## config.mk

```make
export PLATFORM = sky130hd
export DESIGN_NAME = mips_mem_ctrl
export DESIGN_NICKNAME = d
export VERILOG_FILES = /design/src/rtl/mips_mem_ctrl.sv
export SDC_FILE = /design/constraint.sdc
export NUM_CORES = 1
export LEC_CHECK = 0
export BUFFER_PORTS_ARGS = -buffer_cell sky130_fd_sc_hd__buf_2
export CORE_ASPECT_RATIO = 0.5
export CORE_UTILIZATION = 47
export CTS_CLUSTER_DIAMETER = 100
export DETAILED_ROUTE_END_ITERATION = 6
export PLACE_DENSITY = 0.77
export REMOVE_ABC_BUFFERS = 1
export SLEW_MARGIN = 20
export SYNTH_ARGS = -nofsm -noshare
export SYNTH_HDL_FRONTEND = slang
export SYNTH_SLANG_ARGS = --single-unit
```

## constraint.sdc

```tcl
create_clock -name clk -period 2.6 [get_ports clk]
set_clock_uncertainty 0.15 [all_clocks]
set_input_delay 0 -clock clk [delete_from_list [all_inputs] [get_ports clk]]
set_output_delay 0 -clock clk [all_outputs]
set_load 0.02 [all_outputs]
```

## src/rtl/mips_mem_ctrl.sv

```systemverilog
// mips_mem_ctrl: Avalon-style memory controller for the multicycle MIPS core.
// Runs one fetch/load/store per request and holds the instruction and memory data registers.
module mips_mem_ctrl #(
    parameter int ADDR_W  = 32,
    parameter int DATA_W  = 32,
    parameter int TIMEOUT = 255
) (
    input  logic                clk,
    input  logic                reset_n,
    input  logic                req_fetch,
    input  logic                req_load,
    input  logic                req_store,
    input  logic [ADDR_W-1:0]   req_addr,
    input  logic [DATA_W-1:0]   req_wdata,
    input  logic [DATA_W/8-1:0] req_byteen,
    output logic                busy,
    output logic                done,
    output logic                bus_error,
    output logic [DATA_W-1:0]   instr,
    output logic [DATA_W-1:0]   mdr,
    output logic [ADDR_W-1:0]   avm_address,
    output logic                avm_read,
    output logic                avm_write,
    output logic [DATA_W-1:0]   avm_writedata,
    output logic [DATA_W/8-1:0] avm_byteenable,
    input  logic [DATA_W-1:0]   avm_readdata,
    input  logic                avm_waitrequest
);
    localparam int CW = $clog2(TIMEOUT + 1);
    typedef enum logic [1:0] {IDLE, RD_I, RD_D, WR} state_t;
    state_t        state;
    state_t        next_op;
    logic [CW-1:0] wait_cnt;
    logic          any_req;
    logic          misaligned;
    logic          timed_out;
    assign any_req    = req_fetch | req_load | req_store;
    assign misaligned = |req_addr[1:0];
    assign next_op    = req_store ? WR : req_load ? RD_D : RD_I;
    // this wait cycle is the TIMEOUT-th consecutive one
    assign timed_out  = wait_cnt == CW'(TIMEOUT - 1);
    always_ff @(posedge clk or negedge reset_n) begin
        if (!reset_n) begin
            state          <= IDLE;
            wait_cnt       <= '0;
            busy           <= 1'b0;
            done           <= 1'b0;
            bus_error      <= 1'b0;
            instr          <= '0;
            mdr            <= '0;
            avm_address    <= '0;
            avm_read       <= 1'b0;
            avm_write      <= 1'b0;
            avm_writedata  <= '0;
            avm_byteenable <= '0;
        end else begin
            done <= 1'b0;
            if (state == IDLE) begin
                if (any_req && misaligned) begin
                    bus_error <= 1'b1;
                    done      <= 1'b1;
                end else if (any_req) begin
                    state          <= next_op;
                    busy           <= 1'b1;
                    bus_error      <= 1'b0;
                    wait_cnt       <= '0;
                    avm_address    <= req_addr;
                    avm_writedata  <= req_wdata;
                    avm_byteenable <= (next_op == WR) ? req_byteen : '1;
                    avm_read       <= next_op != WR;
                    avm_write      <= next_op == WR;
                end
            end else if (!avm_waitrequest) begin
                if (state == RD_I) instr <= avm_readdata;
                if (state == RD_D) mdr <= avm_readdata;
                state     <= IDLE;
                busy      <= 1'b0;
                done      <= 1'b1;
                avm_read  <= 1'b0;
                avm_write <= 1'b0;
            end else begin
                wait_cnt <= wait_cnt + 1'b1;
                if (timed_out) begin
                    state     <= IDLE;
                    busy      <= 1'b0;
                    done      <= 1'b1;
                    bus_error <= 1'b1;
                    avm_read  <= 1'b0;
                    avm_write <= 1'b0;
                end
            end
        end
    end
endmodule

```

Word level (Yosys, flattened, before mapping)
Index checks and enable logic that the tools add are counted.

cells by class
  $lt $le $gt $ge = 0
  eq/ne operators = 9
  reduce and logical (&&, ||, !) cells = 11
  bitwise operators = 5
  shift-type cells = 0
  muxes and demuxes = 32
  add/sub/neg operators = 1
  multipliers = 0
  divide/modulo/power cells = 0

operator list
  kind                                                                     number
  8-bit 2-to-1 mux                                                         4
  1-bit 2-to-1 mux                                                         20
  3-bit AND reduction                                                      6
  2-bit 2-to-1 mux                                                         7
  8-bit by 1-bit adder with 8-bit output, second input constant            1
  8-bit equality test, second input constant                               1
  2-bit inequality test, second input constant                             3
  2-bit equality test, second input constant                               2
  4-bit 2-to-1 mux                                                         1
  2-bit nonzero test                                                       2
  3-bit by 1-bit inequality test with 1-bit output, second input constant  1
  3-bit by 2-bit inequality test with 1-bit output, second input constant  1
  1-bit inverter                                                           3
  2-bit by 1-bit equality test with 1-bit output, second input constant    1
  2-bit logical NOT                                                        1
  1-bit bitwise OR                                                         2
  2-bit OR reduction                                                       1
  1-bit logical AND                                                        1

storage, ports and cells
  memories = 0
  bits in latches = 0
  output and inout bits = 137
  memory bits (read-only) = 0
  bits in writable memories = 0
  flip-flop bits (word level) = 147

Depth between registers and ports, before layout
Gate-level depths: netlist of the first run.

  depth after elaboration = 6
  gate-level depth with buffers = 6
  gate-level depth less buffers = 5

Worst setup path before layout of the first run
Ideal clock, no wire load.

  path kind = register -> register
  from = reg state[1]
  to = reg avm_address[17]
  data required time = 2.323 ns
  library setup time = 0.127 ns
  setup slack = 0.651 ns
  stages on the path, launching flop included = 6
  arrival = 1.672 ns
  path through = dfrtp_1 > or4_4 > nor2_4 > buf_6 > buf_6 > mux2_1

on the way
  word-level cells in the longest chain between the ends = 2

RTL lines
  what                                  RTL line  RTL
  start: declaration                    31        state_t state;
  start signal: assignment              63        state <= next_op;
  2-bit logical NOT                     58        if (state == IDLE) begin
  3-bit AND reduction (no source line)  n/a
  end signal: assignment                67        avm_address <= req_addr;
  end: declaration                      21        output logic [ADDR_W-1:0] avm_address,

No other way between the ends.
A chain may end at the register's enable or synchronous reset.

Worst setup path in the final report of the first run
  from = reg state[1]
  to = reg avm_byteenable[0]

on the way
  word-level cells in the longest chain between the ends = 2

RTL lines
  what                                  RTL line  RTL
  2-bit logical NOT                     58
  3-bit AND reduction (no source line)  n/a
  end signal: assignment                69        avm_byteenable <= (next_op == WR) ? req_byteen : '1;
  end: declaration                      25        output logic [DATA_W/8-1:0] avm_byteenable,

No other way between the ends.

==> results.toml, run 1 <==
[routing]
viasPerCell = 5.03
drcViolationCount = 0
antenna_left = 0
initialDrtViolationCount = 224
dr.pass1.iters = 4
wl_per_cell_um = 17.5
drt_wl_total_mm = 15.9
vias = 4578

[cts]
cts_sinks = 147
cts_setup_buffers = 0
cts_root_buf = "clkbuf_16"
cts.repair.resized = 0
clk-insertion-delay-late_ns = 0.41
clk_pin_slew_ns = 0.06
h-tree-depth = 4
cts_tree = "done"
cts-buffers-inserted = 17
cts_buffer_depth = 2

[sta]
setup_viol = 0
fmax_mhz = 403
slew_headroom_pct = 51.6
finalCritPeriodShare_pct = 95.4
period_needed_ns = 2.48
slew_violations = 0
max_slew.worst_pin.slew_ns = 0.720
grt_setup_unrepaired = "no"
postLayoutSetupSlackWorst_ns = 0.119
hold_viol_final = 0

[synthesis]
post_synth.cell_area_avg_um2 = 15.4
yosysSeqAreaShare_pct = 64.7
yosys.cell_types.count = 35
synth_area_um2 = 5680
synthTopCellsByArea = "dfrtp_1 (65%), mux2_2 (22%), mux2_1 (2.8%)"
syn_inst = 369
synth_top_area_share_pct = 64.7
yosys_warnings = 0
synth.largest_area_cell = "dfrtp_1"
synth-seq-cells = 147

[die]
fp.dieH_um = 79.7
core_area_um2 = 11400
fp.dieW_um = 157
die_area_um2 = 12600
start_util_pct = 49.9
io-pin-count = 243
rows = 27

[power]
power.density_nw_per_um2 = 1050
power.leakage_nw = 4.19
max-vdd-ir-drop_mv = 0.506
power.total_mw = 9.41

[place]
globalplace.congestion = 0.789
io_buffers = 242
hpwl_mm = 8.74
post-place-ws_ns = 0.428

[critical_path]
criticalPathCategory = "reg2reg"
critical_path.endpoint_type = "flop"
critPathRequiredTime_ns = 2.74
r2r_cells = 5
start_kind = "flop"
crit_fanout = 27
cp.arrival_ns = 2.62

[grt]
grt_pass1_vias = 4927
grt_pass1_wl_mm = 24.8
grt_max_degree = 71
grt_overflow = 0
gr-usage-all-layers_pct = 26.0
antenna_found_initial = 0

[cells_and_area]
drive_gt1_share_pct = 53.4
nNetsFinal = 846
layout_commonest_cell = "buf_2"
fill_cells = 623
final_cell_mix = "buf_2 (241), dfrtp_1 (147), dlygate4sd3_1 (115)"
syn_to_final_growth_pct = 57.2
fin_util_pct = 78.5
antenna_cells = 0

[run]
cap_violations = 0

[outcome]
status = "complete, no violations"

[worst_hold_path]
min-delay-path-class = "in2async"
==> worst paths after layout <==
path | slack, ns | end | startpoint
hold reg to reg | 0.33 | avm_address[27] | avm_address[27]
setup reg to reg | 0.12 | avm_byteenable[0] | state[1]
max in group asynchronous | 1.53 | avm_writedata[1] | reset_n
min in group clk | 0.19 | avm_address[29] | req_addr[29]
hold / removal | 0.003 | avm_writedata[28] | reset_n
setup / recovery | 0.12 | avm_byteenable[0] | state[1]
==> cell type report <==
type                       instances  area (um^2)  share of cell area (%)
clock inverter                    13          220                    2.46
multi-input combinational        196         1870                    20.9
clock buffer                      19          453                    5.07
sequential                       147         3680                    41.2
inverter                          11         41.3                   0.462
timing repair buffer             365         2470                    27.7
tap                              159          199                    2.23
==> metrics by stage <==
| step | instances | hold WS [ns] | setup TNS, ns | cell area, um^2 |
|---|---|---|---|---|
| after CTS | 909 | 0.0248 | 0 | 8910 |
| after global placement | 762 | -0.106 | 0 | 7080 |
| after floorplan | 354 | -0.446 | -53.10 | 5580 |
| after detailed placement | 762 | -0.105 | 0 | 7080 |
| final | 910 | 0.00253 | 0 | 8930 |
| after global routing | 910 | 0.0496 | 0 | 8930 |
==> registers in the layout, indices dropped and copies added, names as in the netlist <==
| signal | cells |
|---|---|
| mdr | 32 |
| avm_byteenable | 4 |
| wait_cnt | 8 |
| avm_write | 1 |
| instr | 32 |
| state | 2 |
| busy | 1 |
| avm_writedata | 32 |
| bus_error | 1 |
| avm_read | 1 |
| done | 1 |
| avm_address | 32 |
==> layer usage <==
metal  vias to the layer above  routed length (um)  GRT usage [%]  share of wire [%]
met4                         0                 399           10.8                2.5
met5                         -                   0              0                  0
met2                       198                8180           46.1                 51
li1                       2065                   -              -                  -
met1                      2276                6260           29.7                 39
met3                        39                1080           7.65                6.8
==> logic make-up (layout without fill, tap and decap cells) <==
group	Yosys count	in the layout	synth area share [%]
buffers and inverters	26	408	2.51
XOR/XNOR	1	1	0.154
adder cells (fa/ha/maj)	2	2	0.440
multiplexers	127	127	25.1
flip-flops	147	147	64.7
AND/OR/NAND/NOR	31	31	3.30
AO/OA/AOI/OAI	35	35	3.70
==> Yosys cell counts, drive strengths merged <==
library cell,number
buf,13
clkbuf,2
nand4,1
o211ai,4
or2,2
ha,2
dfrtp,147
o22ai,3
nand2,7
nor3,4
o31a,1
a22o,1
or4,3
a31oi,5
or3,3
inv,11
mux2i,1
o21ai,10
nor2b,1
nand3,4
mux2,126
a21oi,8
nor2,2
a22oi,2
and2,2
o21a,1
xnor2,1
nor4,2
==> timing repair <==
action / in CTS / in global routing
endpoints found under the setup margin: 0 / 1
endpoints found under the hold margin: 274 / 0
hold buffers: 115 / 0
==> report_power, final <==
group / total (mW) / switching, mW / internal [mW]
Combinational: 3.12 / 1.80 / 1.33
Clock: 2.77 / 0.997 / 1.78
Sequential: 3.51 / 0.436 / 3.07
==> critical path, cell delays in order (launching register included) <==
cell and delay [ns]:
dfrtp_1 0.44, or4_4 0.55, nor2_4 0.28, buf_12 0.24
a31oi_1 0.11, dlygate4sd3_1 0.58
(Power assumes the default switching activity.)
==> run 2: changes to the inputs <==
Settings changed: REMOVE_ABC_BUFFERS 1 to default, SKIP_LAST_GASP from default to 1.
==> run 2 against run 1 <==
  * Setup slack about the same
  * Total power down 4.8%
  * Hold slack better by 0.047 ns
  * Die area unchanged
  * Core utilization down 1.2 points
  * Clock power down 14%
  * Global-route usage down 0.64 points
  * Critical path depth up 1
  * Via count down 2.2%
  * Combinational power about the same
==> results.toml, run 2 (synthesis gave the netlist of run 1 again) <==
[cells_and_area]
syn_to_final_growth_pct = 54.8
antenna_cells = 0
drive_gt1_share_pct = 53.1
layout_commonest_cell = "buf_2"
nNetsFinal = 844
fill_cells = 674
final_cell_mix = "buf_2 (241), dfrtp_1 (147), dlygate4sd3_1 (114)"

[sta]
grt_setup_unrepaired = "no"
period_needed_ns = 2.48
hold_viol_final = 0
max_slew.worst_pin.slew_ns = 0.795
slew_violations = 0
hold-worst-slack_ns = 0.0492
setup_viol = 0
fmax_mhz = 403
slew_headroom_pct = 47.0
finalCritPeriodShare_pct = 95.4
postLayoutSetupSlackWorst_ns = 0.119
setup_tns_ns = 0

[routing]
viasPerCell = 4.94
vias = 4475
drt_wl_total_mm = 15.3
initialDrtViolationCount = 157
wl_per_cell_um = 16.9
drcViolationCount = 0
dr.pass1.iters = 5
antenna_left = 0

[place]
globalplace.congestion = 0.786
io_buffers = 242
post-place-ws_ns = 0.506
hpwl_mm = 8.62

[cts]
clk-insertion-delay-late_ns = 0.41
cts_root_buf = "clkbuf_16"
clk_pin_slew_ns = 0.06
cts-buffers-inserted = 17
cts_tree = "done"
h-tree-depth = 4
cts_buffer_depth = 2
cts_setup_buffers = 0
cts_sinks = 147

[power]
max-vdd-ir-drop_mv = 0.501
power.density_nw_per_um2 = 1020
power.leakage_nw = 4.11

[die]
die_area_um2 = 12600
io-pin-count = 243
fp.dieH_um = 79.7
fp.dieW_um = 157
core_area_um2 = 11400
rows = 27
start_util_pct = 49.9

[critical_path]
critPathTopFamily = "compound AO/OA/AOI/OAI gates"
crit_fanout = 6
slowest_stage = "o21ai_0"
max_stage_delay_ns = 0.61
cp_cell_sequence = "inv_1 -> ha_1 -> nand3_1 -> o21ai_0 -> a22oi_1 -> dlygate4sd3_1"
critical_path_buf_inv_count = 2
critPathRequiredTime_ns = 2.74
critical_path.endpoint_type = "flop"
cp.arrival_ns = 2.63
start_kind = "flop"
criticalPathCategory = "reg2reg"
rrSetupSlack_ns = 0.12

[grt]
antenna_found_initial = 0
gr-usage-all-layers_pct = 25.4
grt_overflow = 0
grt_pass1_wl_mm = 23.8
grt_pass1_vias = 4775
grt_max_degree = 86

[run]
cap_violations = 0

[synthesis]
synth_nets = 477

[worst_hold_path]
min-delay-path-class = "in2async"

[outcome]
status = "complete, no violations"
run 2: cell count changes in the layout (fill, tap and decap cells not counted), sizes merged:
cell         change
bufinv           -3
clkinvlp         +3
inv              -2
clkbuf           -1
dlygate4sd3      -1
run 2: per-stage QoR:
step / cell area [um^2] / std cells / utilization (%) / total power [mW]
2_1_floorplan: 5680 / 369 / - / 5.27
3_3_place_gp: 7080 / 762 / 62.2 / 6.30
3_5_place_dp: 7080 / 762 / 62.2 / 6.39
4_1_cts: 8790 / 906 / 77.2 / 8.93
5_1_grt: 8800 / 906 / 77.3 / 9.39
6_report: 8800 / 906 / 77.3 / 8.96
run 2: worst register-to-register path: stages, from the launching register on:
cell           delay, ns
dfrtp_1             0.40
inv_1               0.10
ha_1                0.18
nand3_1             0.12
o21ai_0             0.61
a22oi_1             0.19
dlygate4sd3_1       0.60
run 2: layout make-up:
type | instances | area [um^2] | area share, %
Sequential cell | 147 | 3680 | 41.8
Timing Repair Buffer | 363 | 2440 | 27.7
Multi-Input combinational cell | 196 | 1880 | 21.3
Clock buffer | 19 | 433 | 4.92
Tap cell | 159 | 199 | 2.26
Inverter | 11 | 41.3 | 0.469
Clock inverter | 11 | 133 | 1.51
run 2: worst paths after layout:
kind	end	cells past startpoint	start
setup / recovery	avm_write	6	wait_cnt[0]
max in group asynchronous	mdr[19]	3	reset_n
hold reg to reg	avm_address[1]	1	avm_address[1]
hold / removal	avm_address[6]	2	reset_n
min in group clk	avm_address[18]	3	req_addr[18]
setup reg to reg	avm_write	6	wait_cnt[0]
run 2: layer usage:
metal	vias up	GRT usage, %	part of all wire (%)
met5	-	0	0
met4	0	11.6	2.2
met3	31	6.46	6.2
met2	175	47.1	53
met1	2208	27.5	39
li1	2061	-	-
run 2: power breakdown:
part	internal [mW]	switching [mW]
registers	3.07	0.427
logic	1.32	1.78
clock network	1.41	0.957
run 2: repair_timing:
item,4_1_cts,5_1_grt
endpoints found under the hold margin,225,0
hold buffers,114,0
setup endpoints to repair,0,1
resized for setup,0,1
